===== src/rtl/im_pkg.sv =====
// Shared instruction-memory definitions used by both the loader (writer)
// and the IM read path, so both derive word addresses identically.
package im_pkg;

    localparam int unsigned IM_WORDS         = 8192;
    localparam int unsigned IM_ADDR_W        = 13;
    localparam logic [31:0] IM_START_ADDRESS = 32'h0000_0000;

    typedef enum logic [2:0] {
        IDLE = 3'd0,
        LEN  = 3'd1,
        DATA = 3'd2,
        SUM  = 3'd3,
        DONE = 3'd4,
        ERR  = 3'd5
    } im_load_state_e;

    // Byte address inside the IM window -> RAM word address.
    function automatic logic [IM_ADDR_W-1:0] im_word_addr(input logic [31:0] byte_addr);
        logic [31:0] offs;
        offs = byte_addr - IM_START_ADDRESS;
        return offs[IM_ADDR_W+1:2];
    endfunction

endpackage


===== src/rtl/im_word_packer.sv =====
// Assembles four bytes, first byte most significant, into one 32-bit word.
// word_valid_o is combinational with the 4th byte so the caller can register it.
import im_pkg::*;

module im_word_packer (
    input  logic        clk,
    input  logic        rst_n,
    input  logic        clear_i,
    input  logic        byte_valid_i,
    input  logic [7:0]  byte_data_i,
    output logic        word_valid_o,
    output logic [31:0] word_data_o
);

    logic [1:0]  lane_q, lane_d;
    // Only the first three bytes need storing; the 4th is taken straight from the input.
    logic [23:0] shift_q, shift_d;

    always_comb begin
        lane_d  = lane_q;
        shift_d = shift_q;
        if (clear_i) begin
            lane_d  = '0;
            shift_d = '0;
        end else if (byte_valid_i) begin
            lane_d  = lane_q + 2'd1;
            shift_d = {shift_q[15:0], byte_data_i};
        end
    end

    assign word_valid_o = byte_valid_i && (lane_q == 2'd3) && !clear_i;
    assign word_data_o  = {shift_q, byte_data_i};

    always_ff @(posedge clk or negedge rst_n) begin
        if (!rst_n) begin
            lane_q  <= '0;
            shift_q <= '0;
        end else begin
            lane_q  <= lane_d;
            shift_q <= shift_d;
        end
    end

endmodule


===== src/rtl/im_loader.sv =====
// Instruction-memory loader: parses an N / data / checksum frame, writes
// words through the IM write port and holds the CPU until the load verifies.
import im_pkg::*;

module im_loader #(
    parameter int unsigned IM_WORDS       = im_pkg::IM_WORDS,
    parameter int unsigned LOAD_BASE_WORD = 0
) (
    input  logic                 clk,
    input  logic                 rst_n,
    input  logic                 start,
    input  logic                 in_valid,
    input  logic [7:0]           in_data,
    output logic                 in_ready,
    output logic [3:0]           im_we,
    output logic [IM_ADDR_W-1:0] im_addr,
    output logic [31:0]          im_wdata,
    output logic                 busy,
    output logic                 done,
    output logic                 error,
    output logic                 cpu_hold,
    output logic [13:0]          words_written
);

    im_load_state_e       state_q, state_d;
    logic [13:0]          n_q, n_d;
    logic [13:0]          words_q, words_d;
    logic [31:0]          sum_q, sum_d;
    logic [3:0]           we_q, we_d;
    logic [IM_ADDR_W-1:0] addr_q, addr_d;
    logic [31:0]          wdata_q, wdata_d;
    logic                 done_q, done_d;
    logic                 error_q, error_d;
    logic                 hold_q, hold_d;

    logic        busy_w;
    logic        accept;
    logic        pk_clear;
    logic        word_valid;
    logic [31:0] word;
    logic [32:0] len_end;

    assign busy_w = (state_q == LEN) || (state_q == DATA) || (state_q == SUM);
    assign accept = in_valid && busy_w;

    im_word_packer u_packer (
        .clk          (clk),
        .rst_n        (rst_n),
        .clear_i      (pk_clear),
        .byte_valid_i (accept),
        .byte_data_i  (in_data),
        .word_valid_o (word_valid),
        .word_data_o  (word)
    );

    // 33-bit so that an N close to 2^32 cannot wrap past the capacity check.
    assign len_end = {1'b0, word} + 33'(LOAD_BASE_WORD);

    always_comb begin
        state_d  = state_q;
        n_d      = n_q;
        words_d  = words_q;
        sum_d    = sum_q;
        we_d     = '0;
        addr_d   = addr_q;
        wdata_d  = wdata_q;
        done_d   = done_q;
        error_d  = error_q;
        hold_d   = hold_q;
        pk_clear = 1'b0;

        unique case (state_q)
            IDLE, DONE, ERR: begin
                if (start) begin
                    state_d  = LEN;
                    pk_clear = 1'b1;
                    done_d   = 1'b0;
                    error_d  = 1'b0;
                    words_d  = '0;
                    sum_d    = '0;
                    hold_d   = 1'b1;
                end
            end
            LEN: begin
                if (word_valid) begin
                    if (len_end > 33'(IM_WORDS)) begin
                        state_d = ERR;
                        error_d = 1'b1;
                    end else if (word == '0) begin
                        state_d = SUM;
                    end else begin
                        state_d = DATA;
                        n_d     = word[13:0];
                    end
                end
            end
            DATA: begin
                if (word_valid) begin
                    we_d    = '1;
                    addr_d  = IM_ADDR_W'(LOAD_BASE_WORD) + words_q[IM_ADDR_W-1:0];
                    wdata_d = word;
                    sum_d   = sum_q + word;
                    words_d = words_q + 14'd1;
                    if (words_q + 14'd1 == n_q) begin
                        state_d = SUM;
                    end
                end
            end
            SUM: begin
                if (word_valid) begin
                    if (word == sum_q) begin
                        state_d = DONE;
                        done_d  = 1'b1;
                        hold_d  = 1'b0;
                    end else begin
                        state_d = ERR;
                        error_d = 1'b1;
                    end
                end
            end
            default: state_d = IDLE;
        endcase
    end

    always_ff @(posedge clk or negedge rst_n) begin
        if (!rst_n) begin
            state_q <= IDLE;
            n_q     <= '0;
            words_q <= '0;
            sum_q   <= '0;
            we_q    <= '0;
            addr_q  <= '0;
            wdata_q <= '0;
            done_q  <= 1'b0;
            error_q <= 1'b0;
            hold_q  <= 1'b1;
        end else begin
            state_q <= state_d;
            n_q     <= n_d;
            words_q <= words_d;
            sum_q   <= sum_d;
            we_q    <= we_d;
            addr_q  <= addr_d;
            wdata_q <= wdata_d;
            done_q  <= done_d;
            error_q <= error_d;
            hold_q  <= hold_d;
        end
    end

    assign in_ready      = busy_w;
    assign busy          = busy_w;
    assign im_we         = we_q;
    assign im_addr       = addr_q;
    assign im_wdata      = wdata_q;
    assign done          = done_q;
    assign error         = error_q;
    assign cpu_hold      = hold_q;
    assign words_written = words_q;

endmodule


===== config.mk =====
export PLATFORM = sky130hd
export DESIGN_NAME = im_loader
export DESIGN_NICKNAME = d
export VERILOG_FILES = /design/src/rtl/im_pkg.sv /design/src/rtl/im_word_packer.sv /design/src/rtl/im_loader.sv
export SDC_FILE = /design/constraint.sdc
export NUM_CORES = 1
export LEC_CHECK = 0
export ABC_AREA = 0
export CAP_MARGIN = 20
export CORE_MARGIN = 8
export CORE_UTILIZATION = 57
export DETAILED_ROUTE_END_ITERATION = 16
export HOLD_SLACK_MARGIN = 0.12
export PLACE_DENSITY = 0.78
export SLEW_MARGIN = 20
export SYNTH_ARGS = -nofsm -noshare
export SYNTH_HDL_FRONTEND = slang
export SYNTH_SLANG_ARGS = --single-unit

===== constraint.sdc =====
create_clock -name clk -period 3.7 [get_ports clk]
set_clock_uncertainty 0.05 [all_clocks]
set_input_delay 0.37 -clock clk [delete_from_list [all_inputs] [get_ports clk]]
set_output_delay 0.37 -clock clk [all_outputs]
set_load 0.005 [all_outputs]

# Yosys cells after proc, flatten, opt, wreduce, memory -nomap -nowiden
# Cells that the tools add are included.
[totals]
reg_bits = 141
output_inout_bits = 68
word_cells = 89
[op_classes]
n_addsub = 3
n_lt_le_gt_ge = 1
n_eq_ne = 16
muxes = 36
n_bitwise = 2
n_reduce_logical = 19
[ops]
columns = ["operator", "count"]
rows = [
  ["$mux 32", 2],
  ["$pmux 32 s2", 1],
  ["$mux 24", 2],
  ["$add 32x32->32", 1],
  ["$eq 32x32->1", 1],
  ["$gt 32x14->1 const B", 1],
  ["$logic_not 32->1", 1],
  ["$mux 14", 2],
  ["$pmux 14 s2", 1],
  ["$mux 3", 6],
  ["$add 14x1->14 const B", 1],
  ["$eq 14x14->1", 1],
  ["$mux 1", 14],
  ["$ne 2x1->1 const B", 6],
  ["$pmux 3 s4", 1],
  ["$mux 4", 2],
  ["$reduce_and 4->1", 2],
  ["$eq 3x2->1 const B", 2],
  ["$eq 3x3->1 const B", 2],
  ["$reduce_and 6->1", 1],
  ["$reduce_bool 2->1", 3],
  ["$reduce_and 5->1", 1],
  ["$mux 2", 2],
  ["$ne 2x2->1 const B", 2],
  ["14 further kinds", 19],
]

# Depth between registers and ports, before layout
[depth]
ltp_word = 8
ltp_mapped = 12
ltp_nobuf = 12

# Modules after synthesis
# From an unflattened synthesis, not the netlist that was laid out.
[hier_totals]
cells_unflattened = 825
area_unflattened_um2 = 7616.1
[modules_own_cells]
columns = ["module", "n_inst", "cells_each", "area_per_inst_um2"]
rows = [
  ["im_loader", 1, 730, 6459.9],
  ["im_word_packer", 1, 95, 1156.1],
]

# Least setup slack after synthesis
# OpenSTA, ideal clock, no wires.
[synth_path]
path_type = "input -> register"
startpoint = "input port in_data[0]"
endpoint = "register sum_q[30]"
setup_time_ps = 132
arrival_ps = 2623
required_time_ps = 3518
slack_ps = 895
path_stages = 12
path_cell_list = "ha_1 > fa_1 > a21o_1 > a21oi_1 > o21bai_1 > a21oi_1 > o211ai_1 > and4bb_2 > nor2_1 > o21ai_2 > a21oi_1 > o211ai_1"
[synth_via]
elab_chain_cells = 3
[synth_rtl]
columns = ["element", "line_no", "rtl"]
rows = [
  ["from (decl)", "im_loader.sv:13", "input logic [7:0] in_data,"],
  ["$add 32x32->32", "im_loader.sv:102", "sum_d = sum_q + word;"],
  ["$mux 32", "im_loader.sv:98", "if (word_valid) begin"],
  ["$pmux 32 s2", "im_loader.sv:72", "unique case (state_q)"],
  ["to (signal assigned)", "im_loader.sv:141", "sum_q <= sum_d;"],
  ["to (decl)", "im_loader.sv:28", "logic [31:0] sum_q, sum_d;"],
]
# No other way between the ends. The select of a mux whose other input is x is not followed.
# A chain may end at the register's enable or synchronous reset.

# Worst setup path in the final report
[layout_path]
startpoint = "input port in_data[0]"
endpoint = "register sum_q[24]"
# The elaborated chain is that of the path after synthesis.

==> results_dict.tcl <==
set metrics [dict create \
    wl_per_cell_um 17.87 \
    drtPass1Iterations 4 \
    yosysTopAreaCellShare 0.4771 \
    synth-simple-area-share 0.1797 \
    antenna_found_initial 0 \
    synth.distinct_cells 61 \
    drc_errors 0 \
    critical_path_class "input port to register" \
    fmax_mhz 307.8 \
    tightest_slew_ns 0.8886 \
    die_w_um 128.3 \
    synth_top_cells_by_area "dfrtp_1 48%, nand2_1 10%, ha_1 5.7%" \
    synthAdderAreaFrac 0.06025 \
    synth_compound_area_frac 0.1578 \
    hold_viol_final 0 \
    whs_path_depth 2 \
    p_leak_nw 4.125 \
    critPathMostFrequentCell "a21oi_1" \
    post-route-min-period_ns 3.249 \
    rrSetupSlack_ns 0.47 \
    critPathSlowestCell "clkdlybuf4s50_1" \
    num_vias 5910 \
    io_pins 80 \
    drive_gt1_frac 0.09091 \
    min_path_type "register to register" \
    drt_iter0_drc 543 \
    fin_setup_tns_ns 0 \
    synth_common_cells "193 x nand2_1, 137 x dfrtp_1, 59 x o21ai_0" \
    powerDensity_mw_per_mm2 552.1 \
    min_from "im_wdata[29]$_DFFE_PN0P_" \
    worstSetupStartpointType "input port" \
    synth_top_family_by_area "simple AND/OR/NAND/NOR gates" \
    crit_path_end_kind "register" \
    period_share 0.8782 \
    ys_async_sr_fraction 1.000 \
    synth_warnings 0 \
    die_y_um 128.3 \
    grt_pass1_wl_um 30040 \
    cts_root_buf "clkbuf_16" \
    whs_ns 0.4223 \
    rsz0062_at_grt "no" \
    synth_nets 805 \
    max_stage_delay_ns 0.42 \
    synth_xor_area_frac 0.06808 \
    report.final.slew_viol_count 0 \
    cp.required_ns 3.92 \
    synth_top_cell_by_area "dfrtp_1" \
    path_clk_slew_ns 0.06 \
    ir_drop_v 0.0002364 \
    numClockSinks 138 \
    finalNetCount 880 \
    core_mm2 0.01247 \
    cts_tree "done" \
    ys_seq_elements 138 \
    cap_violations 0 \
    dieArea_mm2 0.01646 \
    num_rows 41 \
    clk_path_buf_depth 2 \
    grt_overflow 0 \
    synth.most_common_cell "nand2_1" \
    syn_area_mm2 0.007186 \
    holdBufCountCts 1 \
    insertion_delay_ns 0.42 \
    synth-edff-count 0 \
    cp_max_fo 5 \
    postCtsSetupRepairBufs 0 \
    dp_hpwl_um 12590 \
    ant_nets 0 \
    routed_via_density 5.800 \
    ys.flop_type "dfrtp_1" \
    arrival_ns 3.46 \
    port_buffers 79 \
    timing.slew.headroom 0.4076 \
    grt_pass1_vias 5782 \
    syn_inst 759 \
    grt_usage 0.2314 \
    synth-seq-area-share 0.4808 \
    n_fill_cell 973 \
    setup_viol 0 \
    synthMuxAreaShare 0.02490 \
    r2r_cells 12 \
    crit_chain "clkdlybuf4s50_1, ha_1, fa_1, a21o_1, a21oi_1, o21bai_1, a21oi_1, o211ai_1, a21oi_1, o211ai_1, o22ai_1, xor2_1, o21ai_0" \
    wl_um 18210 \
    timing.rr.end "sum_q[24]$_DFFE_PN0P_" \
    synth_area_per_cell_um2 9.467 \
    cts_buffers 17 \
    grt_max_degree 97 \
    syn_to_final_growth_pct 20.79 \
    outcome "complete, no violations" \
    gp_congestion 0.9127 \
    diodes 0 \
    r2r_start "sum_q[0]$_DFFE_PN0P_" \
    initial_core_util 0.5764 \
    cts-resized-gates 0 \
    htreeDepth 4 \
    min_to "im_wdata[29]$_DFFE_PN0P_" \
]
-- worst max path at each step --
stage                     from  cells after the start  slack [ns]                    end
floorplan           in_data[0]                     12        0.90  sum_q[30]$_DFFE_PN0P_
global placement    in_data[0]                     13        0.13  sum_q[24]$_DFFE_PN0P_
detailed placement  in_data[0]                     13        0.06  sum_q[24]$_DFFE_PN0P_
CTS                 in_data[0]                     13        0.50  sum_q[24]$_DFFE_PN0P_
global route        in_data[0]                     13        0.20  sum_q[24]$_DFFE_PN0P_
finish              in_data[0]                     13        0.45  sum_q[24]$_DFFE_PN0P_
-- worst max-delay path, delay by kind of cell --
| family | cells | cell delay (ns) |
|---|---|---|
| adders and majority gates | 2 | 0.67 |
| xor gates and xnor gates | 1 | 0.16 |
| buffers and inverters | 1 | 0.42 |
| AOI/OAI and AO/OA | 9 | 1.82 |
-- flip-flops by register name (all words and copies together) (netlist names), 2 cells and up --
signal	flops
im_addr	13
im_wdata	32
n_q	14
state_q	3
sum_q	32
u_packer.lane_q	2
u_packer.shift_q	24
words_written	14
-- layout make-up --
cell class	count	area (um2)	share of cell area
multi-input combinational	576	3531	0.4068
sequential	138	3455	0.3980
timing repair buffer	93	899.6	0.1036
clock buffer	20	456.7	0.05262
tap	172	215.2	0.02479
clock inverter	12	92.59	0.01067
inverter	8	30.03	0.003460
-- routing by layer --
metal	GRT usage	vias up	part of all wire
met3	0.05075	34	0.061
li1	-	2786	-
met4	0.08462	0	0.018
met5	0	-	0
met2	0.3689	194	0.48
met1	0.3024	2896	0.44
-- layout by cell type, fill, tap and decap left out, drive strengths merged, types with 14 or more instances in the layout --
master	count
a21oi	32
mux2	15
clkbuf	20
clkdlybuf4s50	78
nand2	193
ha	33
xor2	28
dfrtp	137
nor4	14
buf	14
nor2	33
a22o	29
xnor2	27
o21ai	65
-- per-stage QoR --
| stage | utilization | power, mW | worst slack (ns) | cell area, um2 | instances |
|---|---|---|---|---|---|
| 6_report | 0.6963 | 4.792 | 0.4506 | 8680 | 1019 |
| 3_5_place_dp | 0.6514 | 3.226 | 0.05765 | 8120 | 986 |
| 4_1_cts | 0.6963 | 4.792 | 0.4988 | 8680 | 1019 |
| 2_1_floorplan | - | 2.771 | 0.8952 | 7186 | 759 |
| 5_1_grt | 0.6963 | 5.011 | 0.1993 | 8680 | 1019 |
| 3_3_place_gp | 0.6514 | 3.181 | 0.1346 | 8120 | 986 |
-- kinds of logic (layout without fill, tap and decap cells) --
| group | after synthesis | after routing |
|---|---|---|
| AOI/OAI and AO/OA | 174 | 174 |
| xor gates and xnor gates | 55 | 55 |
| adders and majority gates | 34 | 34 |
| buffers and inverters | 45 | 133 |
| DFF | 138 | 138 |
| muxes | 16 | 16 |
| and+or+nand+nor | 297 | 297 |
-- power by group --
part	switching, mW	leakage [nW]	total (mW)	internal, mW
logic	0.614	1.99	1.15	0.538
registers	0.346	1.87	2.08	1.73
clock network	0.668	0.259	1.57	0.897
Power figures use the tool's default switching activity.
